File: src/rtl/adder_share_arb.sv
// adder_share_arb: arbitrates NUM_REQ requesters onto one shared registered adder
// (ADD_LAT-edge latency). It tracks each issued op's requester ID alongside the
// adder and returns registered, tagged results in issue order.
// Build option ADD_ARB_ROUND_ROBIN_EN selects the arbitration policy:
// round-robin when defined, fixed priority (lowest index wins) otherwise.
module adder_share_arb #(
  parameter int NUM_REQ = 4,
  parameter int DATA_W  = 8,
  parameter int ADD_LAT = 2,
  parameter int ID_W    = $clog2(NUM_REQ)
) (
  input  logic                        Clk,
  input  logic                        Rst,
  input  logic                        Hold,
  input  logic [NUM_REQ-1:0]          ReqValid,
  input  logic [NUM_REQ*DATA_W-1:0]   ReqA,
  input  logic [NUM_REQ*DATA_W-1:0]   ReqB,
  input  logic [NUM_REQ-1:0]          ReqCin,
  output logic [NUM_REQ-1:0]          ReqReady,
  output logic [DATA_W-1:0]           AddA,
  output logic [DATA_W-1:0]           AddB,
  output logic                        AddCin,
  input  logic [DATA_W-1:0]           AddS,
  input  logic                        AddCout,
  output logic                        RspValid,
  output logic [ID_W-1:0]             RspId,
  output logic [DATA_W-1:0]           RspS,
  output logic                        RspCout,
  output logic [1:0]                  InFlight
);

  localparam int unsigned NREQ_U = NUM_REQ;

  logic                 grant_any;
  logic [ID_W-1:0]      grant_id;
  logic [NUM_REQ-1:0]   grant_vec;
  logic [ID_W-1:0]      idx;
  logic [DATA_W-1:0]    add_a;
  logic [DATA_W-1:0]    add_b;
  logic                 add_cin;

  logic [ADD_LAT-1:0]   tag_vld_q, tag_vld_d;
  logic [ID_W-1:0]      tag_id_q [ADD_LAT];
  logic [ID_W-1:0]      tag_id_d [ADD_LAT];

  logic                 rsp_valid_q, rsp_valid_d;
  logic [ID_W-1:0]      rsp_id_q, rsp_id_d;
  logic [DATA_W-1:0]    rsp_s_q, rsp_s_d;
  logic                 rsp_cout_q, rsp_cout_d;
  logic [1:0]           in_flight_q, in_flight_d;

`ifdef ADD_ARB_ROUND_ROBIN_EN
  logic [ID_W-1:0]      rr_ptr_q, rr_ptr_d;
`endif

  // Pick at most one valid requester and route its operands to the adder.
  always_comb begin
    grant_any = 1'b0;
    grant_id  = '0;
    grant_vec = '0;
    idx       = '0;
    add_a     = '0;
    add_b     = '0;
    add_cin   = 1'b0;
    if (!Rst && !Hold) begin
      for (int unsigned k = 0; k < NREQ_U; k++) begin
`ifdef ADD_ARB_ROUND_ROBIN_EN
        idx = ID_W'((k + 32'(rr_ptr_q)) % NREQ_U);
`else
        idx = ID_W'(k);
`endif
        if (!grant_any && ReqValid[idx]) begin
          grant_any      = 1'b1;
          grant_id       = idx;
          grant_vec[idx] = 1'b1;
          add_a          = ReqA[idx*DATA_W +: DATA_W];
          add_b          = ReqB[idx*DATA_W +: DATA_W];
          add_cin        = ReqCin[idx];
        end
      end
    end
  end

`ifdef ADD_ARB_ROUND_ROBIN_EN
  // Advance the round-robin pointer past the winner on every grant.
  always_comb begin
    rr_ptr_d = rr_ptr_q;
    if (grant_any) begin
      rr_ptr_d = (grant_id == ID_W'(NUM_REQ - 1)) ? '0 : ID_W'(grant_id + 1'b1);
    end
  end
`endif

  // Tag pipeline mirrors the adder latency; its last stage loads the response.
  always_comb begin
    tag_vld_d[0] = grant_any;
    tag_id_d[0]  = grant_id;
    for (int unsigned s = 1; s < ADD_LAT; s++) begin
      tag_vld_d[s] = tag_vld_q[s-1];
      tag_id_d[s]  = tag_id_q[s-1];
    end
    rsp_valid_d = tag_vld_q[ADD_LAT-1];
    rsp_id_d    = rsp_id_q;
    rsp_s_d     = rsp_s_q;
    rsp_cout_d  = rsp_cout_q;
    if (tag_vld_q[ADD_LAT-1]) begin
      rsp_id_d   = tag_id_q[ADD_LAT-1];
      rsp_s_d    = AddS;
      rsp_cout_d = AddCout;
    end
    case ({grant_any, rsp_valid_d})
      2'b10:   in_flight_d = in_flight_q + 2'd1;
      2'b01:   in_flight_d = in_flight_q - 2'd1;
      default: in_flight_d = in_flight_q;
    endcase
  end

  // All state registers; reset discards every in-flight op.
  always_ff @(posedge Clk or posedge Rst) begin
    if (Rst) begin
      tag_vld_q <= '0;
      for (int unsigned s = 0; s < ADD_LAT; s++) begin
        tag_id_q[s] <= '0;
      end
      rsp_valid_q <= 1'b0;
      rsp_id_q    <= '0;
      rsp_s_q     <= '0;
      rsp_cout_q  <= 1'b0;
      in_flight_q <= '0;
`ifdef ADD_ARB_ROUND_ROBIN_EN
      rr_ptr_q    <= '0;
`endif
    end else begin
      tag_vld_q <= tag_vld_d;
      for (int unsigned s = 0; s < ADD_LAT; s++) begin
        tag_id_q[s] <= tag_id_d[s];
      end
      rsp_valid_q <= rsp_valid_d;
      rsp_id_q    <= rsp_id_d;
      rsp_s_q     <= rsp_s_d;
      rsp_cout_q  <= rsp_cout_d;
      in_flight_q <= in_flight_d;
`ifdef ADD_ARB_ROUND_ROBIN_EN
      rr_ptr_q    <= rr_ptr_d;
`endif
    end
  end

  assign ReqReady = grant_vec;
  assign AddA     = add_a;
  assign AddB     = add_b;
  assign AddCin   = add_cin;
  assign RspValid = rsp_valid_q;
  assign RspId    = rsp_id_q;
  assign RspS     = rsp_s_q;
  assign RspCout  = rsp_cout_q;
  assign InFlight = in_flight_q;

endmodule

File: config.mk
export PLATFORM = sky130hd
export DESIGN_NAME = adder_share_arb
export DESIGN_NICKNAME = d
export VERILOG_FILES = /design/src/rtl/adder_share_arb.sv
export SDC_FILE = /design/constraint.sdc
export NUM_CORES = 1
export LEC_CHECK = 0
export ABC_AREA = 1
export CAP_MARGIN = 15
export CORE_ASPECT_RATIO = 0.8
export CORE_MARGIN = 2
export CORE_UTILIZATION = 25
export DETAILED_ROUTE_END_ITERATION = 7
export PLACE_DENSITY = 0.62
export SYNTH_ARGS = -nofsm -noshare
export SYNTH_HDL_FRONTEND = slang
export SYNTH_SLANG_ARGS = --single-unit
File: constraint.sdc
create_clock -name Clk -period 1.1 [get_ports Clk]
set_input_delay 0.22 -clock Clk [delete_from_list [all_inputs] [get_ports Clk]]
set_output_delay 0.22 -clock Clk [all_outputs]
set_load 0.02 [all_outputs]
# Word level (Yosys, flattened, before mapping)

Index checks and enable logic that the tools add are counted.

Logic and storage cells: 54
Output and inout port bits: 35
Input port bits: 84
Register bits: 20

Add/subtract/negate cells: 2
Reductions and logical operators: 10
Equality and inequality tests: 2
Mux-type cells: 32

Operators by type and width:

| operator                                                              | number |
|---|---|
| 8-bit 2-to-1 mux                                                      | 10 |
| 1-bit 2-to-1 mux                                                      | 17 |
| 2-bit 2-to-1 mux                                                      | 3 |
| 1-bit logical NOT                                                     | 5 |
| 1-bit logical AND                                                     | 4 |
| 4-bit 2-to-1 mux                                                      | 1 |
| 2-bit one-hot mux with 2 select lines                                 | 1 |
| 2-bit by 1-bit adder with 2-bit output, second input constant         | 1 |
| 2-bit by 1-bit equality test with 1-bit output, second input constant | 1 |
| 2-bit equality test, second input constant                            | 1 |
| 2-bit nonzero test                                                    | 1 |
| 2-bit by 1-bit subtractor with 2-bit output, second input constant    | 1 |

# Depth between registers and ports, before layout

Depth in word-level cells: 17
Gate-level depth with buffers: 8
Gate-level depth less buffers: 7

# Worst setup path before layout

OpenSTA, ideal clock, no wires.

Kind: input -> register
Start point: input port ReqValid[1]
End point: register in_flight_q[1], in the netlist InFlight[1]
Buffers on the path: 1
Data arrival time: 1271 ps
Stages: 8
Required time: 972 ps
Path slack: -300 ps
Library setup time: 128 ps
Cells stage by stage: buf_4 nor2_8 nand2_1 o21ai_1 ha_1 a21oi_1 nand2_1 xnor2_1

Cells in the longest elaborated chain, start to end: 13
Elaborated cells on any way between the ends: 15
Those cells by class: 2 x eq/ne; 7 x mux; 6 x reduce/logical

RTL lines:

| what                                                                                         | line | RTL |
|---|---|---|
| start, declared                                                                              | 15   | `input logic [NUM_REQ-1:0] ReqValid,` |
| 1-bit logical AND (*)                                                                        | 72   | `if (!grant_any && ReqValid[idx]) begin` |
| 1-bit 2-to-1 mux (*)                                                                         | 72   |  |
| 1-bit 2-to-1 mux (*)                                                                         | 65   | `if (!Rst && !Hold) begin` |
| 1-bit logical NOT                                                                            | 72   |  |
| 1-bit logical AND                                                                            | 72   |  |
| 1-bit 2-to-1 mux (*)                                                                         | 72   |  |
| 1-bit 2-to-1 mux (*)                                                                         | 65   |  |
| 1-bit logical NOT                                                                            | 72   |  |
| 1-bit logical AND                                                                            | 72   |  |
| 1-bit 2-to-1 mux (*)                                                                         | 72   |  |
| 1-bit 2-to-1 mux (*)                                                                         | 65   |  |
| 2-bit by 1-bit equality test with 1-bit output / 2-bit equality test (equally long branches) | 111  | `case ({grant_any, rsp_valid_d})` |
| 2-bit one-hot mux with 2 select lines / 2-bit nonzero test (equally long branches)           | n/a  |  |
| end signal, assigned                                                                         | 142  | `in_flight_q <= in_flight_d;` |
| end, declared                                                                                | 50   | `logic [1:0] in_flight_q, in_flight_d;` |

Mark *: on every way between the ends. The rest lies on a longest branch, timed or not. The select of a mux whose other input is x is not followed.
A chain may end at the register's enable or synchronous reset.

# Worst setup path in the final report

Start point: input port ReqA[20]
End point: output port AddA[4]

Cells in the longest elaborated chain, start to end: 3

RTL lines:

| what                          | line | RTL |
|---|---|---|
| start, declared               | 16   | `input logic [NUM_REQ*DATA_W-1:0] ReqA,` |
| 8-bit 2-to-1 mux (2 in a row) | 72   |  |
| 8-bit 2-to-1 mux              | 65   |  |
| end, declared                 | 20   | `output logic [DATA_W-1:0] AddA,` |

No other way between the ends.

==> impl_metrics.csv <==
group,metric,value,unit
clock_network,clock_path_buffers,2,
detailed_routing,drt_pass1_iterations,4,
power_and_ir_drop,p_comb_frac,0.503,
power_and_ir_drop,internal-power,0.001800,W
flow_run,drv_cap,0,
layout,drive_above_1_share,0.3509,
detailed_routing,wire_per_inst,13.36,microns
placement,dp_cells,447,
clock_network,clock_latency,0.24,ns
sta,skew,0.001319,ns
floorplan,rows,26,
power_and_ir_drop,sw_frac_of_total,0.3276,
yosys,synth_nets,327,
setup_path,worstPathArrival,1.11,ns
layout,fin_util,0.5304,
setup_path,crit_type,"input pin to primary output",
setup_path,worstPathCellList,"clkdlybuf4s50_1 > nand3_1 > nand2_2 > nor2_2 > nor2_2 > buf_6",
placement,portBuffers,118,
grt,gr-usage-all-layers,0.1628,
setup_path,slowest_delay,0.45,ns
yosys,synthCells,242,
run_status,outcome,"complete, but fails checks",
grt,first_global_vias,2011,
layout,synthToLayoutAreaGrowth,104.9,%
grt,antenna_found_initial,0,
power_and_ir_drop,p_switching,0.0008771,W
layout,layout_common_cells,"nand2_1 (64), clkdlybuf4s50_1 (38), nand3_1 (33), buf_6 (32), nor2_2 (23)",
layout,nNetsFinal,466,
setup_path,crit_required,0.88,ns
clock_network,cts_tree,"built",
detailed_routing,drtIter0Drc,47,
clock_network,h-tree-depth,1,
clock_network,cts_buffers,3,
layout,n_fill_cell,633,
floorplan,coreArea,0.006376,sq mm
sta,period_share,1.212,
setup_path,crit_path_top_delay_cell,"clkdlybuf4s50_1",
yosys,synth_seq_area_share,0.3033,
yosys,ys_ff_latch,20,
sta,setup_viol,21,
detailed_routing,vias,2091,
sta,maxSlewHeadroom,0.9040,
floorplan,dieArea,0.007271,sq mm
floorplan,top_level_ports,119,
setup_path,crit_buf_inv,2,
placement,place_hpwl,4.356,mm
power_and_ir_drop,power_density,791.6,mW/mm^2
setup_path,cp_top_family,"buffers and inverters",
sta,hold_viol_final,0,
floorplan,start_util,0.2588,
power_and_ir_drop,peakVddDrop,0.3817,mV
yosys,synth.distinct_cells,19,
layout,fin_cells,463,
sta,fmax,750.0,MHz
sta,layout_setup_ws,-0.2333,ns
grt,grt_pass1_wl,9.487,mm
run_status,violations,"negative setup slack",
sta,period_needed,1.333,ns
grt,grt_max_degree,25,
grt,grt-ovfl-total,0,
placement,gp_congestion,0.7807,
power_and_ir_drop,p_leak,1.802,nW
yosys,avgSynthCellArea,6.820,sq um
detailed_routing,drtAntennaViolNets,0,
power_and_ir_drop,pwr-share-seq,0.331,
yosys,yosysWarnings,0,
sta,slew_violations,0,
layout,n_antenna_cell,0,
yosys,synth.cell_area,0.001650,sq mm
setup_path,start_kind,"input pin",
setup_path,cp_max_fo,1,
floorplan,dieHeight,76.67,microns
detailed_routing,routed_wl,6.186,mm
layout,final_common_cell,"nand2_1",
clock_network,clock_sinks,20,
power_and_ir_drop,p_clk_frac,0.166,
sta,tightest_slew,0.1434,ns
worst_hold_path,min_path_type,"flop to flop",
setup_path,crit_path_end_kind,"primary output",
setup_path,cpMostUsedCell,"nor2_2",
sta,rsz0062_at_grt,"yes",
sta,whs,0.3503,ns
floorplan,die_x,94.84,microns
clock_network,cts_root_buffer,"clkbuf_8",
detailed_routing,drc,0,
clock_network,clk_pin_slew_worst_paths,0.06,ns
detailed_routing,via_per_inst,4.516,
-- cell families after synthesis --
logic type / share of synthesized area
DFF: 0.3033
muxes: 0.07506
xor gates and xnor gates: 0.01062
AOI/OAI and AO/OA: 0.01212
adders and majority gates: 0.007580
and+or+nand+nor: 0.4693
buffers and inverters: 0.1221
-- repair_timing --
item / in CTS / in global routing
setup buffers: 6 / 2
cloned: 3 / 1
gates resized for setup: 257 / 35
endpoints found under the setup margin: 40 / 39
hold endpoints to repair: 20 / 0
hold buffers: 1 / 0
pin swaps: 33 / 25
-- cells in the mapped netlist --
cell type / instances / area [sq um]
or2_2: 1 / 6.260
nor2_1: 21 / 78.83
buf_2: 8 / 40.04
o21ai_1: 1 / 5.000
inv_1: 20 / 75.07
nand3_1: 34 / 170.2
nand4_1: 17 / 106.4
xnor2_1: 2 / 17.52
dfrtp_1: 20 / 500.5
buf_6: 3 / 33.78
mux2_2: 11 / 123.9
buf_4: 6 / 45.04
nand2_1: 72 / 270.3
nor2_2: 18 / 112.6
a21oi_1: 3 / 15.01
nand3_2: 1 / 10.01
inv_2: 2 / 7.510
nor2_8: 1 / 20.02
ha_1: 1 / 12.51
-- through the flow --
| step | power (W) | cell area [sq um] | worst slack (ns) | TNS (ns) |
|---|---|---|---|---|
| 4_1_cts | 0.002724 | 3314 | -0.2581 | -3.948 |
| 6_report | 0.002677 | 3382 | -0.2333 | -3.932 |
| 3_3_place_gp | 0.002235 | 3077 | -1.160 | -27.28 |
| 5_1_grt | 0.002862 | 3382 | -0.3018 | -5.197 |
| 2_1_floorplan | 0.001506 | 1697 | -0.2674 | -2.730 |
| 3_5_place_dp | 0.002251 | 3077 | -1.184 | -27.64 |
-- power groups by stage --
| stage | clock [W] | sequential, W | combinational, W |
|---|---|---|---|
| global route | 0.000510 | 0.000898 | 0.00145 |
| CTS | 0.000467 | 0.000887 | 0.00137 |
| floorplan | 0 | 0.00104 | 0.000469 |
| global placement | 0 | 0.000897 | 0.00134 |
| finish | 0.000445 | 0.000885 | 0.00135 |
| detailed placement | 0 | 0.000902 | 0.00135 |
-- path summary, 6_finish.rpt --
check / depth (start not counted) / from / slack [ns] / to
max in group asynchronous: 4 / Rst / 0.42 / tag_vld_q[1]
hold / removal: 0 / tag_id_d[1] / 0.35 / tag_id_q[1]
setup reg to reg: 4 / tag_vld_q[1] / -0.04 / InFlight[1]
hold reg to reg: 0 / tag_id_d[1] / 0.35 / tag_id_q[1]
setup / recovery: 6 / ReqA[20] / -0.23 / AddA[4]
min in group asynchronous: 4 / Rst / 0.54 / RspId[1]
-- per-layer routing --
layer  vias to the layer above  global-route usage  wire length [microns]
met4                         0             0.03043                     67
met2                       102              0.2759                   2938
met3                         8             0.06680                    715
met5                         -                   0                      0
li1                       1055                   -                      -
met1                       926              0.1938                   2465
-- area by class of cell --
cell class	instances	area (sq um)	share of cell area
Sequential cell	20	501.7	0.1484
Tap cell	84	105.1	0.03108
Timing Repair Buffer	151	1580	0.4673
Multi-Input combinational cell	183	1061	0.3137
Inverter	22	92.59	0.02738
Clock buffer	3	41.29	0.01221
-- state kept, by name (all words and copies together) (netlist names) --
register,flops
RspId,2
RspValid,1
tag_id_d,2
InFlight,2
tag_id_q,2
tag_vld_q,2
RspS,8
RspCout,1
No activity file was read; power rests on OpenSTA's default activity.
